==> src/rtl/fir_pkg.sv <==
// Shared state encoding and default geometry for the decimating FIR MAC scheduler.
package fir_pkg;

  typedef enum logic [1:0] {
    SM_IDLE = 2'd0,
    SM_MAC  = 2'd1,
    SM_DMP  = 2'd2
  } sm_t;

  localparam int unsigned DEF_NCH  = 2;
  localparam int unsigned DEF_PSZ  = 8;
  localparam int unsigned DEF_DLOG = 3;

  function automatic int unsigned idx_w(input int unsigned n);
    return (n > 1) ? $clog2(n) : 1;
  endfunction

endpackage

==> src/rtl/fir_dec_sched_rr_arb.sv <==
// Round-robin arbiter: the search starts at the channel after the last grant.
module rr_arb #(
  parameter int unsigned n  = 2,
  parameter int unsigned iw = 1
) (
  input  logic          clk,
  input  logic          reset,
  input  logic [n-1:0]  req,
  input  logic          adv,
  output logic [n-1:0]  gnt,
  output logic [iw-1:0] gnt_idx,
  output logic          any
);

  logic [iw-1:0] ptr_q, ptr_d;

  // Two passes: first the channels at or above the pointer, then the wrap-around.
  always_comb begin
    gnt     = '0;
    gnt_idx = '0;
    any     = 1'b0;
    for (int unsigned i = 0; i < n; i++) begin
      if (!any && req[i] && (iw'(i) >= ptr_q)) begin
        any     = 1'b1;
        gnt[i]  = 1'b1;
        gnt_idx = iw'(i);
      end
    end
    for (int unsigned i = 0; i < n; i++) begin
      if (!any && req[i]) begin
        any     = 1'b1;
        gnt[i]  = 1'b1;
        gnt_idx = iw'(i);
      end
    end
  end

  always_comb begin
    ptr_d = ptr_q;
    if (adv && any) begin
      ptr_d = (gnt_idx == iw'(n - 1)) ? '0 : gnt_idx + iw'(1);
    end
  end

  always_ff @(posedge clk or posedge reset) begin
    if (reset) begin
      ptr_q <= '0;
    end else begin
      ptr_q <= ptr_d;
    end
  end

endmodule

==> src/rtl/fir_dec_sched.sv <==
// Decimating FIR scheduler: tracks per-channel sample buffers and time-shares one MAC engine.
module fir_dec_sched
  import fir_pkg::*;
#(
  parameter  int unsigned nch  = DEF_NCH,
  parameter  int unsigned psz  = DEF_PSZ,
  parameter  int unsigned dlog = DEF_DLOG,
  localparam int unsigned chw  = idx_w(nch)
) (
  input  logic               clk,
  input  logic               reset,
  input  logic [nch-1:0]     ena,
  input  logic [psz-1:0]     taps,
  input  logic               ovr_clr,
  output logic [nch*psz-1:0] w_addr,
  output logic [chw-1:0]     r_ch,
  output logic [psz-1:0]     r_addr,
  output logic [psz-1:0]     c_addr,
  output logic               mac_ena,
  output logic               dump,
  output logic [chw-1:0]     dump_ch,
  output logic               busy,
  output logic [nch-1:0]     overrun
);

  sm_t            state_q, state_d;
  logic [chw-1:0] r_ch_q, r_ch_d, dump_ch_q, dump_ch_d;
  logic [psz-1:0] r_addr_q, r_addr_d, c_addr_q, c_addr_d, tap_lim_q, tap_lim_d;
  logic           mac_ena_q, mac_ena_d, dump_q, dump_d;
  logic [psz-1:0] w_addr_q [nch];
  logic [psz-1:0] w_addr_d [nch];
  logic [psz-1:0] jaddr_q  [nch];
  logic [psz-1:0] jaddr_d  [nch];
  logic [nch-1:0] pending_q, pending_d, overrun_q, overrun_d, blk_end, clr;
  logic [nch-1:0] arb_gnt;
  logic [chw-1:0] arb_idx;
  logic           arb_any;

  rr_arb #(
    .n  (nch),
    .iw (chw)
  ) u_arb (
    .clk     (clk),
    .reset   (reset),
    .req     (pending_q),
    .adv     (state_q == SM_IDLE),
    .gnt     (arb_gnt),
    .gnt_idx (arb_idx),
    .any     (arb_any)
  );

  assign clr = (state_q == SM_IDLE) ? arb_gnt : '0;

  // A new block set beats the grant clear; a set onto a still-pending job is an overrun.
  for (genvar k = 0; k < nch; k++) begin : g_ch
    assign blk_end[k]   = ena[k] && (w_addr_q[k][dlog-1:0] == '1);
    assign w_addr_d[k]  = ena[k] ? w_addr_q[k] + psz'(1) : w_addr_q[k];
    assign jaddr_d[k]   = blk_end[k] ? w_addr_q[k] : jaddr_q[k];
    assign pending_d[k] = blk_end[k] | (pending_q[k] & ~clr[k]);
    assign overrun_d[k] = (blk_end[k] & pending_q[k] & ~clr[k]) | (overrun_q[k] & ~ovr_clr);
    assign w_addr[k*psz +: psz] = w_addr_q[k];
  end

  always_comb begin
    state_d   = state_q;
    r_ch_d    = r_ch_q;
    r_addr_d  = r_addr_q;
    c_addr_d  = c_addr_q;
    tap_lim_d = tap_lim_q;
    mac_ena_d = mac_ena_q;
    dump_d    = dump_q;
    dump_ch_d = dump_ch_q;
    case (state_q)
      SM_IDLE: begin
        if (arb_any) begin
          r_ch_d    = arb_idx;
          r_addr_d  = jaddr_q[arb_idx];
          c_addr_d  = '0;
          tap_lim_d = taps;
          mac_ena_d = 1'b1;
          state_d   = SM_MAC;
        end
      end
      SM_MAC: begin
        if (c_addr_q != tap_lim_q) begin
          r_addr_d = r_addr_q - psz'(1);
          c_addr_d = c_addr_q + psz'(1);
        end else begin
          mac_ena_d = 1'b0;
          dump_d    = 1'b1;
          dump_ch_d = r_ch_q;
          state_d   = SM_DMP;
        end
      end
      SM_DMP: begin
        dump_d  = 1'b0;
        state_d = SM_IDLE;
      end
      default: begin
        mac_ena_d = 1'b0;
        dump_d    = 1'b0;
        state_d   = SM_IDLE;
      end
    endcase
  end

  always_ff @(posedge clk or posedge reset) begin
    if (reset) begin
      state_q   <= SM_IDLE;
      r_ch_q    <= '0;
      r_addr_q  <= '0;
      c_addr_q  <= '0;
      tap_lim_q <= '0;
      mac_ena_q <= 1'b0;
      dump_q    <= 1'b0;
      dump_ch_q <= '0;
      w_addr_q  <= '{default: '0};
      jaddr_q   <= '{default: '0};
      pending_q <= '0;
      overrun_q <= '0;
    end else begin
      state_q   <= state_d;
      r_ch_q    <= r_ch_d;
      r_addr_q  <= r_addr_d;
      c_addr_q  <= c_addr_d;
      tap_lim_q <= tap_lim_d;
      mac_ena_q <= mac_ena_d;
      dump_q    <= dump_d;
      dump_ch_q <= dump_ch_d;
      w_addr_q  <= w_addr_d;
      jaddr_q   <= jaddr_d;
      pending_q <= pending_d;
      overrun_q <= overrun_d;
    end
  end

  assign r_ch    = r_ch_q;
  assign r_addr  = r_addr_q;
  assign c_addr  = c_addr_q;
  assign mac_ena = mac_ena_q;
  assign dump    = dump_q;
  assign dump_ch = dump_ch_q;
  assign busy    = (state_q == SM_MAC) || (state_q == SM_DMP);
  assign overrun = overrun_q;

endmodule

==> config.mk <==
export PLATFORM = sky130hd
export DESIGN_NAME = fir_dec_sched
export DESIGN_NICKNAME = d
export VERILOG_FILES = /design/src/rtl/fir_pkg.sv /design/src/rtl/fir_dec_sched_rr_arb.sv /design/src/rtl/fir_dec_sched.sv
export SDC_FILE = /design/constraint.sdc
export NUM_CORES = 1
export LEC_CHECK = 0
export CORE_MARGIN = 1.5
export CORE_UTILIZATION = 40
export DETAILED_ROUTE_END_ITERATION = 7
export SLEW_MARGIN = 30
export SYNTH_ARGS = -nofsm -noshare
export SYNTH_HDL_FRONTEND = slang
export SYNTH_SLANG_ARGS = --single-unit
==> constraint.sdc <==
create_clock -name clk -period 3.4 [get_ports clk]
set_input_delay 0.68 -clock clk [delete_from_list [all_inputs] [get_ports clk]]
set_output_delay 0.68 -clock clk [all_outputs]
set_load 0.05 [all_outputs]
# Word level (Yosys, flattened, before mapping)

Cells that the tools add are included.

Input bits: 13
Register bits: 67
Logic and storage cells: 98
Output and inout port bits: 39

Multiplexer cells: 28
Eq/ne operators: 8
Bitwise logic cells: 19
Magnitude comparators: 3
Add/subtract/negate cells: 5
Reductions and logical operators: 20

Operator list:

| cell                                                 | number |
|---|---|
| 2-to-1 mux 8 bit                                     | 7 |
| case mux 8 bit (2 select lines)                      | 2 |
| adder 8 x 1 -> 8 bit (second input constant)         | 3 |
| 2-to-1 mux 1 bit                                     | 13 |
| bitwise AND 1 bit                                    | 8 |
| logical AND 1 bit                                    | 8 |
| inequality test 8 bit                                | 1 |
| AND reduction 2 bit                                  | 4 |
| subtractor 8 x 1 -> 8 bit (second input constant)    | 1 |
| equality test 3 bit (second input constant)          | 2 |
| 2-to-1 mux 2 bit                                     | 3 |
| inequality test 2 bit (second input constant)        | 3 |
| inverter 1 bit                                       | 6 |
| AND reduction 3 bit                                  | 2 |
| bitwise OR 1 bit                                     | 4 |
| case mux 2 bit (2 select lines)                      | 1 |
| logical NOT 1 bit                                    | 3 |
| case mux 1 bit (3 select lines)                      | 1 |
| equality test 2 x 1 -> 1 bit (second input constant) | 1 |
| equality test 2 bit (second input constant)          | 1 |
| >= comparator 1 bit (first input constant)           | 2 |
| >= comparator 2 bit (second input constant)          | 1 |
| logical NOT 2 bit                                    | 1 |
| inverter 1 -> 2 bit                                  | 1 |
| 4 further kinds                                      | 4 |

# Longest topological paths before layout

Gate-level depths: netlist of run 1.

Depth after elaboration: 19
Mapped depth: 9
Gate-level depth less buffers: 7

# By module

Synthesis of run 1 repeated with hierarchy kept, for this count alone.

Cells, all modules: 306
Area total of the unflattened synthesis: 3409.5 µm²

By module, submodules not included:

| module        | area each (µm²) | seq. area each (µm²) | instances | cells each |
|---|---|---|---|---|
| fir_dec_sched | 3337.0          | 1651.6               | 1         | 297 |
| rr_arb        | 72.6            | 25.0                 | 1         | 9 |

# Worst setup path before layout of run 1

No wires, ideal clock.

Kind: register -> register
Start point: register c_addr_q[4], in the netlist c_addr[4]
End point: register dump_ch_q, in the netlist dump_ch
Path slack: 1.238 ns
Setup time: 0.125 ns
Clock period less this slack: 2.162 ns
Data arrival time: 2.037 ns
Data required time: 3.275 ns
Path buffers: 1
Cell stages (with the launch flop): 7
Cell sequence: dfrtp_1 xor2_1 or4_4 nor2_4 buf_6 nand2_4 mux2_4

Word-level cells in the longest chain between the ends: 3

RTL lines:

| item                          | RTL line             | text |
|---|---|---|
| from (decl)                   | fir_dec_sched.sv:28  | `logic [psz-1:0] r_addr_q, r_addr_d, c_addr_q, c_addr_d, tap_lim_q, tap_lim_d;` |
| from (signal assigned)        | fir_dec_sched.sv:125 | `c_addr_q <= c_addr_d;` |
| inequality test 8 bit         | fir_dec_sched.sv:85  | `if (c_addr_q != tap_lim_q) begin` |
| inverter 1 bit (no line)      | -                    |  |
| AND reduction 2 bit (no line) | -                    |  |
| to (signal assigned)          | fir_dec_sched.sv:129 | `dump_ch_q <= dump_ch_d;` |
| to (decl)                     | fir_dec_sched.sv:27  | `logic [chw-1:0] r_ch_q, r_ch_d, dump_ch_q, dump_ch_d;` |

Every way passes these cells.
A chain may end at the register's enable or synchronous reset.

# Final worst setup path of run 1

Start point: register state_q[0]
End point: output busy

Word-level cells in the longest chain between the ends: 2
Elaborated cells on any way between the ends: 3
Classes of those cells: eq/ne: 2; reduce/logical: 1

RTL lines:

| item                                                                | RTL line             | text |
|---|---|---|
| from (decl)                                                         | fir_dec_sched.sv:26  | `sm_t state_q, state_d;` |
| from (signal assigned)                                              | fir_dec_sched.sv:122 | `state_q <= state_d;` |
| equality test 2 x 1 -> 1 bit or equality test 2 bit (tied branches) | fir_dec_sched.sv:143 | `assign busy = (state_q == SM_MAC) \|\| (state_q == SM_DMP);` |
| logical OR 1 bit (*)                                                | fir_dec_sched.sv:143 |  |
| to (decl)                                                           | fir_dec_sched.sv:22  | `output logic busy,` |

Mark *: on every way between the ends. The rest lies on a longest branch, timed or not.

==> load_flow_metrics.sql, run 1 <==
INSERT INTO impl_metrics (metric_group, metric, value, unit) VALUES
('route', 'drc', '0', ''),
('clock_tree', 'cts_tree', 'done', ''),
('clock_tree', 'postCtsSetupRepairBufs', '0', ''),
('yosys', 'synth-main-ff-cell', 'sky130_fd_sc_hd__dfrtp_1', ''),
('worst_hold_path', 'hold_path_class', 'flop to flop', ''),
('floorplan', 'fp-row-count', '33', ''),
('clock_tree', 'postCtsHoldBufs', '0', ''),
('floorplan', 'chipWidth', '94.3', 'µm'),
('critical_path', 'worstPathCellList', 'inv_1 > ha_1 > clkdlybuf4s50_1', ''),
('sta', 'max_slew_margin', '53.3', '%'),
('sta', 'tightest_slew', '0.700', 'ns'),
('pwr', 'power.static_leakage', '1.80', 'nW'),
('sta', 'timing.hold.ws', '0.495', 'ns'),
('yosys', 'synth_warnings', '0', ''),
('route', 'ant_nets', '0', ''),
('pwr', 'pd_cells', '1030', 'mW/mm²'),
('placement', 'postPlaceCellArea', '0.00396', 'mm²'),
('sta', 'setup_viol', '0', ''),
('yosys', 'edff_count_synth', '0', ''),
('global_routing', 'pin_count_of_the_biggest_net_entering_global_routing', '35', ''),
('flow_run', 'max_cap_viol_count', '0', ''),
('yosys', 'synth.net_count', '310', ''),
('global_routing', 'globalRouteOverflowTotal', '0', ''),
('clock_tree', 'cts_inserted_buffers', '9', ''),
('sta', 'final_hold_viol_count', '0', ''),
('critical_path', 'worst_ep_required', '2.72', 'ns'),
('cells_and_area', 'post_route_cells_drive_above_1_share', '20.1', '%'),
('sta', 'finalClockSkew', '0.00920', 'ns'),
('critical_path', 'worstSetupStartpointType', 'flop', ''),
('placement', 'detailed_place_hpwl', '5.18', 'mm'),
('clock_tree', 'clock_path_buffers', '2', ''),
('cells_and_area', 'fin_nets', '366', ''),
('yosys', 'postSynthAreaPerCell', '11.6', 'µm²'),
('clock_tree', 'cts_repair_resize_count', '0', ''),
('global_routing', 'globalRouteTotalUtil', '18.0', '%'),
('yosys', 'netlist.top_cell.by_area', 'sky130_fd_sc_hd__dfrtp_1', ''),
('critical_path', 'cp_slowest_cell', 'sky130_fd_sc_hd__clkdlybuf4s50_1', ''),
('route', 'drt-vias-per-instance', '5.31', ''),
('placement', 'gp_routability_congestion', '0.808', ''),
('yosys', 'synth_top_area_cells', 'sky130_fd_sc_hd__dfrtp_1, sky130_fd_sc_hd__mux2_2, sky130_fd_sc_hd__xor2_1', ''),
('yosys', 'portion_of_synthesized_cell_area_occupied_by_the_leading_cell_type', '50.3', '%'),
('yosys', 'syn_inst', '288', ''),
('global_routing', 'first_pass_grt_wire_length', '12.1', 'mm'),
('floorplan', 'area_of_the_die', '0.00890', 'mm²'),
('sta', 'layout_worst_path_cycle_share', '74.2', '%'),
('floorplan', 'ioPinCount', '52', ''),
('sta', 'fin_crit', '2.52', 'ns'),
('critical_path', 'crit_fanout', '3', ''),
('yosys', 'synth_sequential_area_ratio', '50.3', '%'),
('cells_and_area', 'area_growth_syn_to_layout', '23.7', '%'),
('route', 'drt-pass1-iter-count', '5', ''),
('clock_tree', 'htree_levels', '3', ''),
('cells_and_area', 'antenna_cells_inserted', '0', ''),
('sta', 'setup_total_negative_slack', '0', 'ns'),
('yosys', 'yosysUniqueCellTypes', '53', ''),
('sta', 'maxClockFrequency', '396', 'MHz'),
('critical_path', 'slowest_delay', '0.79', 'ns'),
('critical_path', 'cp.arrival', '1.84', 'ns'),
('critical_path', 'endpoint_kind', 'primary output', ''),
('pwr', 'worst_ir_drop_vdd', '0.678', 'mV'),
('route', 'routed_wl', '7.20', 'mm'),
('yosys', 'netlist_area', '0.00334', 'mm²'),
('placement', 'count_of_input_and_output_buffers', '51', ''),
('status', 'outcome', 'finished clean', ''),
('cells_and_area', 'finalCoreUtilization', '50.7', '%'),
('floorplan', 'floorplan.initialDensity', '41.0', '%'),
('clock_tree', 'clk_pin_slew_worst_paths', '0.07', 'ns'),
('cells_and_area', 'mostFrequentLayoutCells', 'sky130_fd_sc_hd__dfrtp_1, sky130_fd_sc_hd__clkdlybuf4s50_1, sky130_fd_sc_hd__mux2_2, sky130_fd_sc_hd__nand2_1', ''),
('cells_and_area', 'most_common_library_cell_in_the_layout_ignoring_fill_and_taps', 'sky130_fd_sc_hd__dfrtp_1', ''),
('sta', 'timing.final.max_slew_violations', '0', ''),
('floorplan', 'core_region_area', '0.00813', 'mm²');
cells by family (layout without fill, tap and decap cells):
kind of cell             after synthesis  count (layout)  synth area share [%]
AO/OA/AOI/OAI                         48              48                  9.75
XOR/XNOR                              20              20                  5.48
adder cells (fa/ha/maj)                9               9                  3.38
buffers and inverters                 24              85                  3.49
flip-flops                            67              67                  50.3
multiplexers                          42              42                  14.1
AND/OR/NAND/NOR                       78              78                  13.5
registers in the layout (all words and copies together) (netlist names), 2 cells and up:
signal	count
state_q	2
c_addr	8
r_addr	8
w_addr	16
jaddr_q	16
overrun	2
tap_lim_q	8
pending_q	2
layer usage:
layer  routed length (µm)  track usage, %
met5                    0               0
met4                   21            3.98
met1                 3230            23.9
met3                  347            5.10
met2                 3590            29.4
stage by stage:
step / setup WS [ns] / cells
final: 0.876 / 454
after global routing: 0.792 / 454
after detailed placement: 1.23 / 438
after floorplan: 1.04 / 288
after global placement: 1.25 / 438
after CTS: 0.841 / 454
power by group:
part	leakage, nW	switching [W]	internal (W)
logic	0.874	0.00134	0.000909
clock network	0.0791	0.000298	0.000261
registers	0.850	0.000347	0.00111
worst max-delay path, delay by kind of cell (launching register included):
kind,cells,cell delay [ns]
adder cells (fa/ha/maj),1,0.28
buffers and inverters,2,0.86
flip-flops,1,0.36
final timing paths:
path	startpoint	to	slack [ns]	cells past startpoint
max in group asynchronous	reset	jaddr_q[11]$_DFFE_PP0P_	2.01	3
worst min-delay path	u_arb.ptr_q$_DFFE_PP0P_	u_arb.ptr_q$_DFFE_PP0P_	0.49	1
worst max-delay path	state_q[0]$_DFFE_PP0P_	busy	0.88	3
min in group asynchronous	reset	w_addr[1]$_DFFE_PP0P_	0.78	2
worst min register to register	u_arb.ptr_q$_DFFE_PP0P_	u_arb.ptr_q$_DFFE_PP0P_	0.49	1
worst max register to register	state_q[1]$_DFFE_PP0P_	r_addr[0]$_DFFE_PP0P_	1.22	8
synth_stat cells, drive strengths merged, types with 3 or more instances:
cell / count
nand3: 12
buf: 3
nor4: 3
nor2: 14
o22ai: 6
nand4: 6
nand3b: 4
nand2: 22
o311ai: 4
o21ai: 10
a31oi: 5
inv: 12
mux2i: 5
clkbuf: 9
or4: 6
xor2: 14
ha: 9
xnor2: 6
dfrtp: 67
mux2: 37
a21oi: 9
area by class of cell:
cell class | instances | area, µm²
clock buffers | 11 | 131
clock inverters | 5 | 30.0
fillers | 734 | 4010
inverters | 12 | 45.0
multi-input cells | 197 | 1540
flip-flops and latches | 67 | 1680
well taps | 105 | 131
repair buffers | 57 | 568
Power figures use the tool's default switching activity.
==> run 2, diff against run 1 <==
==> constraint.sdc (replaced) <==
create_clock -name clk -period 2 [get_ports clk]
set_input_delay 0.4 -clock clk [delete_from_list [all_inputs] [get_ports clk]]
set_output_delay 0.4 -clock clk [all_outputs]
set_load 0.05 [all_outputs]
==> load_flow_metrics.sql, run 2 (synthesis results as in run 1) <==
INSERT INTO impl_metrics (metric_group, metric, value, unit) VALUES
('sta', 'layout_worst_path_cycle_share', '97.6', '%'),
('sta', 'fin_crit', '1.95', 'ns'),
('global_routing', 'first_pass_grt_wire_length', '13.0', 'mm'),
('sta', 'tightest_slew', '0.514', 'ns'),
('floorplan', 'floorplan.initialDensity', '41.0', '%'),
('sta', 'max_slew_margin', '65.7', '%'),
('critical_path', 'worstPathCellList', 'clkdlybuf4s50_1', ''),
('cells_and_area', 'fin_nets', '394', ''),
('critical_path', 'critPathKind', 'flop to primary output', ''),
('worst_hold_path', 'hold_path_class', 'input pin to async pin', ''),
('critical_path', 'slowest_delay', '0.81', 'ns'),
('flow_run', 'max_cap_viol_count', '0', ''),
('critical_path', 'ff2ff_setup_slack', '0.08', 'ns'),
('clock_tree', 'clock_tree_sinks', '67', ''),
('global_routing', 'pin_count_of_the_biggest_net_entering_global_routing', '33', ''),
('clock_tree', 'htree_levels', '3', ''),
('clock_tree', 'cts_inserted_buffers', '9', ''),
('placement', 'detailed_place_hpwl', '5.64', 'mm'),
('route', 'routed_wl', '7.70', 'mm'),
('critical_path', 'path_depth', '1', ''),
('route', 'ant_nets', '0', ''),
('clock_tree', 'clock_insertion_delay_worst_skew', '0.34', 'ns'),
('clock_tree', 'cts_tree', 'done', ''),
('floorplan', 'area_of_the_die', '0.00890', 'mm²'),
('critical_path', 'combined_buffer_and_inverter_count_along_the_critical_path', '1', ''),
('pwr', 'power.static_leakage', '2.07', 'nW'),
('floorplan', 'fp-row-count', '33', ''),
('sta', 'timing.final.max_slew_violations', '0', ''),
('cells_and_area', 'area_growth_syn_to_layout', '33.0', '%'),
('critical_path', 'cp.arrival', '1.55', 'ns'),
('critical_path', 'critical_path.startpoint', 'c_addr[7]$_DFFE_PP0P_', ''),
('cells_and_area', 'antenna_cells_inserted', '0', ''),
('route', 'count_of_vias_placed_by_the_detailed_router', '2507', ''),
('placement', 'gp_routability_congestion', '0.883', ''),
('sta', 'final_hold_viol_count', '0', ''),
('critical_path', 'worstSetupStartpointType', 'flop', ''),
('placement', 'place.detailed.instances', '465', ''),
('clock_tree', 'clock_path_buffers', '2', ''),
('route', 'drt-pass1-iter-count', '4', ''),
('floorplan', 'chipWidth', '94.3', 'µm'),
('sta', 'setup_viol', '0', ''),
('cells_and_area', 'finish.cell_count_without_fillers', '482', ''),
('floorplan', 'ioPinCount', '52', ''),
('route', 'wl_per_cell', '16.0', 'µm'),
('route', 'drc', '0', ''),
('critical_path', 'r2r_start', 'c_addr[7]$_DFFE_PP0P_', ''),
('floorplan', 'die_y', '94.3', 'µm'),
('pwr', 'pd_cells', '1820', 'mW/mm²'),
('placement', 'count_of_input_and_output_buffers', '51', ''),
('sta', 'finalClockSkew', '0.00652', 'ns'),
('pwr', 'worst_ir_drop_vdd', '1.04', 'mV'),
('critical_path', 'regToRegEndpoint', 'dump_ch$_DFFE_PP0P_', ''),
('route', 'dr.first_iter.drc_count', '116', ''),
('critical_path', 'reg2reg_depth', '5', ''),
('cells_and_area', 'most_common_library_cell_in_the_layout_ignoring_fill_and_taps', 'sky130_fd_sc_hd__dfrtp_1', ''),
('cells_and_area', 'post_route_cells_drive_above_1_share', '35.8', '%'),
('clock_tree', 'cts.root.buffer_cell', 'sky130_fd_sc_hd__clkbuf_8', ''),
('critical_path', 'cp_slowest_cell', 'sky130_fd_sc_hd__clkdlybuf4s50_1', ''),
('critical_path', 'crit_family', 'buffers and inverters', ''),
('critical_path', 'crit_fanout', '5', ''),
('global_routing', 'antenna_found_initial', '0', ''),
('clock_tree', 'postCtsHoldBufs', '0', ''),
('route', 'drt-vias-per-instance', '5.20', ''),
('clock_tree', 'clk_pin_slew_worst_paths', '0.08', 'ns'),
('floorplan', 'core_region_area', '0.00813', 'mm²'),
('cells_and_area', 'finalCoreUtilization', '54.5', '%'),
('critical_path', 'capture_point_of_the_worst_path', 'c_addr[7]', ''),
('critical_path', 'worst_ep_required', '1.60', 'ns'),
('global_routing', 'first_global_vias', '2645', ''),
('cells_and_area', 'mostFrequentLayoutCells', 'sky130_fd_sc_hd__dfrtp_1, sky130_fd_sc_hd__buf_4, sky130_fd_sc_hd__mux2_2, sky130_fd_sc_hd__nand2_1, sky130_fd_sc_hd__clkdlybuf4s50_1', ''),
('global_routing', 'globalRouteOverflowTotal', '0', ''),
('sta', 'setup_total_negative_slack', '0', 'ns'),
('sta', 'maxClockFrequency', '512', 'MHz'),
('status', 'outcome', 'finished clean', ''),
('critical_path', 'endpoint_kind', 'primary output', ''),
('global_routing', 'globalRouteTotalUtil', '19.1', '%');
==> run 2: cell count changes in the layout (fill, tap and decap cells not counted), sizes merged <==
| cell | before | now |
|---|---|---|
| buf | 6 | 59 |
| clkdlybuf4s50 | 51 | 20 |
| bufinv | 0 | 4 |
| dlygate4sd2 | 0 | 4 |
| clkinv | 3 | 1 |
| dlymetal6s2s | 0 | 2 |
| clkbuf | 11 | 10 |
| inv | 12 | 11 |
==> run 2: area by class of cell <==
cell class	instances	area, µm²
clock buffer	10	138
multi-input combinational	197	1560
tap	105	131
sequential	67	1690
timing repair buffer	85	732
inverter	12	48.8
fill	712	3700
clock inverter	6	136
==> run 2: power breakdown <==
part | switching, W | total, W | internal [W]
sequential | 0.000514 | 0.00240 | 0.00189
combinational | 0.00245 | 0.00416 | 0.00171
clock | 0.000538 | 0.00153 | 0.000991
==> run 2: metal layers <==
| metal | vias up | wire [µm] | GRT usage, % |
|---|---|---|---|
| li1 | 1220 | - | - |
| met1 | 1218 | 3430 | 23.4 |
| met2 | 59 | 3830 | 32.0 |
| met3 | 10 | 329 | 5.18 |
| met4 | 0 | 104 | 7.59 |
| met5 | - | 0 | 0 |
==> run 2: worst min path at each step <==
stage	to	startpoint	cells after the start	slack, ns
6_report	tap_lim_q[1]$_DFFE_PP0P_	reset	2	0.43
5_1_grt	tap_lim_q[1]$_DFFE_PP0P_	reset	2	0.46
4_1_cts	tap_lim_q[1]$_DFFE_PP0P_	reset	2	0.44
3_3_place_gp	u_arb.ptr_q$_DFFE_PP0P_	u_arb.ptr_q$_DFFE_PP0P_	1	0.47
3_5_place_dp	w_addr[15]$_DFFE_PP0P_	w_addr[15]$_DFFE_PP0P_	1	0.49
2_1_floorplan	u_arb.ptr_q$_DFFE_PP0P_	u_arb.ptr_q$_DFFE_PP0P_	1	0.45
==> run 2: stage by stage <==
| step | setup slack, ns | area (µm²) | total power [W] | hold WS [ns] |
|---|---|---|---|---|
| 5_1_grt | -0.00962 | 4440 | 0.00861 | 0.455 |
| 6_report | 0.0486 | 4440 | 0.00809 | 0.427 |
| 3_5_place_dp | 0.0711 | 4130 | 0.00657 | 0.487 |
| 4_1_cts | 0.0108 | 4400 | 0.00812 | 0.438 |
| 2_1_floorplan | -0.0334 | 3350 | 0.00517 | 0.453 |
| 3_3_place_gp | 0.107 | 4130 | 0.00653 | 0.469 |
==> run 2: timing repair <==
item	4_1_cts	5_1_grt
hold endpoints to repair	0	0
buffers inserted	0	1
resized for setup	4	7
pin swaps	0	2
setup endpoints to repair	4	8
